===== config.mk =====
export PLATFORM = sky130hd
export DESIGN_NAME = jellyvl_stream_to_handshake
export DESIGN_NICKNAME = d
export VERILOG_FILES = /design/src/rtl/jellyvl_stream_to_handshake.sv
export SDC_FILE = /design/constraint.sdc
export NUM_CORES = 1
export LEC_CHECK = 0
export CORE_MARGIN = 3
export CORE_UTILIZATION = 55
export CTS_BUF_LIST = sky130_fd_sc_hd__clkbuf_8
export CTS_CLUSTER_SIZE = 10
export DETAILED_ROUTE_END_ITERATION = 6
export PLACE_DENSITY = 0.83
export SLEW_MARGIN = 30
export SYNTH_ARGS = -nofsm -noshare
export SYNTH_HDL_FRONTEND = slang
export SYNTH_SLANG_ARGS = --single-unit

===== constraint.sdc =====
create_clock -name clk -period 4.7 [get_ports clk]
set_input_delay 0.94 -clock clk [delete_from_list [all_inputs] [get_ports clk]]
set_output_delay 0.94 -clock clk [all_outputs]
set_load 0.005 [all_outputs]

===== src/rtl/jellyvl_stream_to_handshake.sv =====
// Source-side front end for jellyvl_cdc_handshake: a one-entry stream buffer feeding the
// four-phase src_in/src_send/src_rcv protocol, with data setup, optional idle gap and a counter.
module jellyvl_stream_to_handshake #(
  parameter int WIDTH      = 4,
  parameter int GAP_CYCLES = 0,
  parameter int COUNT_BITS = 16
) (
  input  logic                  reset,
  input  logic                  clk,
  input  logic [WIDTH-1:0]      s_data,
  input  logic                  s_valid,
  output logic                  s_ready,
  output logic [WIDTH-1:0]      hsk_in,
  output logic                  hsk_send,
  input  logic                  hsk_rcv,
  output logic                  busy,
  output logic [COUNT_BITS-1:0] count
);

  localparam logic [2:0] IDLE    = 3'd0;
  localparam logic [2:0] SETUP   = 3'd1;
  localparam logic [2:0] SEND    = 3'd2;
  localparam logic [2:0] RELEASE = 3'd3;
  localparam logic [2:0] GAP     = 3'd4;

  localparam logic [7:0] GAP_LOAD = (GAP_CYCLES > 0) ? 8'(GAP_CYCLES - 1) : 8'd0;

  logic [2:0]       state;
  logic [2:0]       state_next;
  logic [WIDTH-1:0] buf_data;
  logic             buf_valid;
  logic [7:0]       gap_cnt;
  logic             accept;
  logic             drain;

  assign accept = s_valid && s_ready;
  // A stale ack left over from a reset must clear before a new word is presented.
  assign drain  = (state == IDLE) && buf_valid && !hsk_rcv;

  always_comb begin
    state_next = state;
    case (state)
      IDLE:    if (drain) state_next = SETUP;
      SETUP:   state_next = SEND;
      SEND:    if (hsk_rcv) state_next = RELEASE;
      RELEASE: if (!hsk_rcv) state_next = (GAP_CYCLES == 0) ? IDLE : GAP;
      GAP:     if (gap_cnt == 8'd0) state_next = IDLE;
      default: state_next = IDLE;
    endcase
  end

  always_ff @(posedge clk) begin
    if (reset) begin
      state     <= IDLE;
      busy      <= 1'b0;
      s_ready   <= 1'b0;
      buf_data  <= '0;
      buf_valid <= 1'b0;
      hsk_in    <= '0;
      hsk_send  <= 1'b0;
      gap_cnt   <= 8'd0;
      count     <= '0;
    end else begin
      state <= state_next;
      busy  <= (state_next != IDLE);
      // Ready stays low through the drain cycle, so an accept never coincides with a drain.
      s_ready <= !(accept || buf_valid);

      if (accept) begin
        buf_data  <= s_data;
        buf_valid <= 1'b1;
      end else if (drain) begin
        buf_valid <= 1'b0;
      end

      if (drain) hsk_in <= buf_data;

      if (state == SETUP) hsk_send <= 1'b1;

      if (state == SEND && hsk_rcv) begin
        hsk_send <= 1'b0;
        count    <= count + COUNT_BITS'(1);
      end

      if (state == RELEASE && !hsk_rcv) begin
        gap_cnt <= GAP_LOAD;
      end else if (state == GAP && gap_cnt != 8'd0) begin
        gap_cnt <= gap_cnt - 8'd1;
      end
    end
  end

endmodule

* After elaboration in Yosys (flattened, before gate mapping) *
Cells that the tools add are included.

word-level totals
  flip-flop bits (word level) = 39
  input bits = 8
  output and inout bits = 23
  word-level logic and storage cells = 38

operators by class
  add/sub/neg operators = 2
  eq/ne operators = 4
  muxes and demuxes = 7
  reduce and logical (&&, ||, !) cells = 16

operator list
  cell                   number
  $add 16x1->16 const B  1
  $pmux 3 s5             1
  $mux 3                 4
  $logic_not 8->1        1
  $reduce_bool 8->1      1
  $sub 8x1->8 const B    1
  $eq 3x2->1 const B     2
  $logic_and 1x1->1      6
  $reduce_or 2->1        2
  $eq 3x1->1 const B     1
  $eq 3x3->1 const B     1
  $logic_not 3->1        1
  $reduce_bool 3->1      1
  $logic_not 1->1        2
  $mux 1                 2
  $reduce_bool 2->1      1
  $logic_or 1x1->1       1

* Longest topological paths before layout *
  word-level depth = 6
  depth in mapped cells = 6
  gate-level depth less buffers = 6

* Worst setup path after synthesis *
No wires, ideal clock.

  path type = input to register
  start point = in hsk_rcv
  end point = reg count[12]
  setup time = 0.070 ns
  arrival time = 2.171 ns
  required time = 4.630 ns
  setup slack = 2.459 ns
  stages = 5
  buffers on the path = 1
  cells stage by stage = nand4bb_4 -> or3_1 -> clkbuf_2 -> or4_1 -> a21oi_1

between the ends
  word-level cells in the longest chain between the ends = 1

ends and longest elaborated chain
  item                  line  RTL
  start, declared       15    input logic hsk_rcv,
  $logic_and 1x1->1     80    if (state == SEND && hsk_rcv) begin
  end signal, assigned  82    count <= count + COUNT_BITS'(1);
  end, declared         17    output logic [COUNT_BITS-1:0] count

No other way between the ends.
A chain may end at the register's enable or synchronous reset.

* Worst setup path after layout *
Same ends and word-level chain as after synthesis.

==> flow_metrics.tcl <==
set metrics [dict create \
    gr-usage-met3_pct 6.918 \
    synth_compound_area_share_pct 11.23 \
    grtUsageMet1_pct 23.78 \
    clkTransAtPathRegs_ns 0.07 \
    synthCells 191 \
    crit_arrival_ns 3.06 \
    clock_path_buffers 2 \
    worst_ep_required_time_ns 4.91 \
    post-cts-setup-buffer-count 0 \
    hold_ws_ns 0.4558 \
    hold_end "buf_data[0]" \
    synth_top_family_by_area "simple AND/OR/NAND/NOR gates" \
    rsz0062_at_grt "false" \
    syn_area_sq_mm 0.001694 \
    hp-class "reg2reg" \
    reg2reg_slack_ns 2.62 \
    setup_viol 0 \
    die_h_um 61.50 \
    powerDensity_mw_per_mm2 276.2 \
    synthTopCellsByCount "dfxtp_1, nor2_1, nand2_1" \
    grt_busiest_layer "met2" \
    startpoint_type "primary input" \
    synthMuxAreaShare_pct 4.284 \
    cts_max_level 2 \
    drv_slew 0 \
    clk_latency_ns 0.28 \
    pin_count 31 \
    drv_cap 0 \
    synthFlopType "dfxtp_1" \
    drcViolationCount 0 \
    die_area_sq_mm 0.003782 \
    outcome "complete, no violations" \
    r2r-start "state[2]" \
    r2r_cells 4 \
    synthDistinctLibCells 39 \
    tightest_slew_ns 0.6252 \
    post-dp-hpwl_um 2762 \
    cts_tree "built" \
    io_buffers 30 \
    start_util_pct 59.39 \
    row_count 19 \
    wl_um 3770 \
    num-fill-cells 222 \
    async_flop_share_pct 0 \
    synth-edff-count 0 \
    grt_pass1_wl_um 5927 \
    drive_gt1_share_pct 7.175 \
    seqCellArea_sq_um 780.7 \
    cts_sinks 39 \
    cts-root-buf "clkbuf_8" \
    core_area_sq_mm 0.002853 \
    post-route-period-util_pct 60.56 \
    maxSlewHeadroom_pct 58.00 \
    antenna_found_initial 0 \
    worstHoldStart "buf_data[0]" \
    grt_max_degree 31 \
    yosys.area.top_type "dfxtp_1" \
    clock_skew_ns 0.005006 \
    fin_util_pct 73.03 \
    ant_nets 0 \
    vias_per_cell 5.787 \
    synthAdderAreaFrac_pct 1.477 \
    avgSynthCellArea_sq_um 8.870 \
    vias 1470 \
    crit_type "in2reg" \
    synth.most_common_cell "dfxtp_1" \
    worst_r2r_endpoint "count[12]" \
    holdPathStages 2 \
    crit_path_max_fanout 14 \
    synth_xor_area_share_pct 7.238 \
    wl_per_cell_um 14.84 \
    min_period_ns 2.846 \
    use_met2_pct 37.22 \
    first_iter_violations 71 \
    die_x_um 61.50 \
    place_congestion 0.7634 \
    cts_resized 0 \
    yosys.area_share.simple_pct 25.85 \
    grt_pass1_vias 1411 \
    grt_use_total_pct 21.30 \
    synth_seq_cells 39 \
    ir_drop_mv 0.1986 \
    finalHoldViolCount 0 \
    p_leak_nw 0.7297 \
    yosys.area.top_type_share_pct 46.09 \
    diodes 0 \
    seq_area_frac_synth_pct 46.09 \
    area_delta_synth_final_pct 22.97 \
    fmax_mhz 351.3 \
    grt_overflow 0 \
    syn_nets 201 \
    ys_warn_count 0 \
    cts_made_buffers 5 \
    cts-hold-fix-buffers 0 \
    dr.pass1.iters 4 \
    synth.area.top_cells "dfxtp_1, nor2_1, xnor2_1" \
    multiInputGateArea_sq_um 853.3 \
    finalNetCount 232 \
    worstSetupEndpointType "flop" \
    tns_ns 0 \
]
[stage by stage]
| step | total power [mW] | worst slack, ns | instances | area (sq um) |
|---|---|---|---|---|
| 6_report | 0.5754 | 1.854 | 254 | 2083 |
| 3_3_place_gp | 0.3767 | 1.670 | 246 | 2002 |
| 5_1_grt | 0.5955 | 1.741 | 254 | 2083 |
| 4_1_cts | 0.5794 | 1.868 | 254 | 2083 |
| 3_5_place_dp | 0.3781 | 1.580 | 246 | 2002 |
| 2_1_floorplan | 0.3624 | 2.459 | 191 | 1694 |
[power by group]
group	total, mW	leakage, nW	internal (mW)	switching (mW)
sequential	0.341	0.315	0.336	0.00537
clock	0.205	0.0505	0.0996	0.105
combinational	0.0297	0.364	0.0146	0.0151
[worst max path at each step]
stage	slack (ns)	to	from	depth (start not counted)
CTS	1.87	count[12]	hsk_rcv	5
global route	1.74	count[12]	hsk_rcv	5
finish	1.85	count[12]	hsk_rcv	5
detailed placement	1.58	count[12]	hsk_rcv	5
floorplan	2.46	count[12]	hsk_rcv	5
global placement	1.67	gap_cnt[7]	reset	5
[state kept, by name (all words and copies together) (netlist names)]
register	flops
state	3
count	16
s_ready	1
hsk_send	1
busy	1
gap_cnt	8
hsk_in	4
buf_valid	1
buf_data	4
[metal layers]
layer  wire length [um]  part of all wire, %
met1               1522                   40
met2               2028                   54
met3                162                  4.3
met4                 57                  1.5
met5                  0                    0
[layout by cell type (no fill, tap or decap), types with 2 or more instances in the layout]
cell type,netlist,final
o31ai_1,3,2
nor2_1,33,33
clkbuf_8,0,5
mux2i_1,5,5
nand3_1,11,11
o21ai_0,2,2
mux2_2,2,2
clkdlybuf4s50_1,0,29
dfxtp_1,39,39
xor2_1,4,4
nand2_1,13,13
a211oi_1,3,3
xnor2_1,10,10
inv_1,9,11
or4_1,2,2
nand4_1,3,3
nor3_1,4,4
a21oi_1,12,12
ha_1,2,2
or3_1,6,6
nor4_1,5,5
[area by class of cell]
class | count | area share, %
clock buffer | 5 | 3.303
clock inverter | 3 | 0.6006
inverter | 9 | 1.622
multi-input combinational | 137 | 40.96
sequential | 39 | 37.48
tap | 31 | 1.862
timing repair buffer | 30 | 14.17
[worst max-delay path, cell delays in order]
cell and delay, ns:
clkdlybuf4s50_1 0.63, nand4bb_4 0.26, or3_1 0.51, or4_1 0.54, a21oi_1 0.17
[cell families after synthesis]
group | count (synthesis)
compound gates | 28
xor+xnor | 14
fa+ha+maj | 2
buf+inv | 15
flops | 39
mux | 7
simple gates | 86
Power figures use the tool's default switching activity.
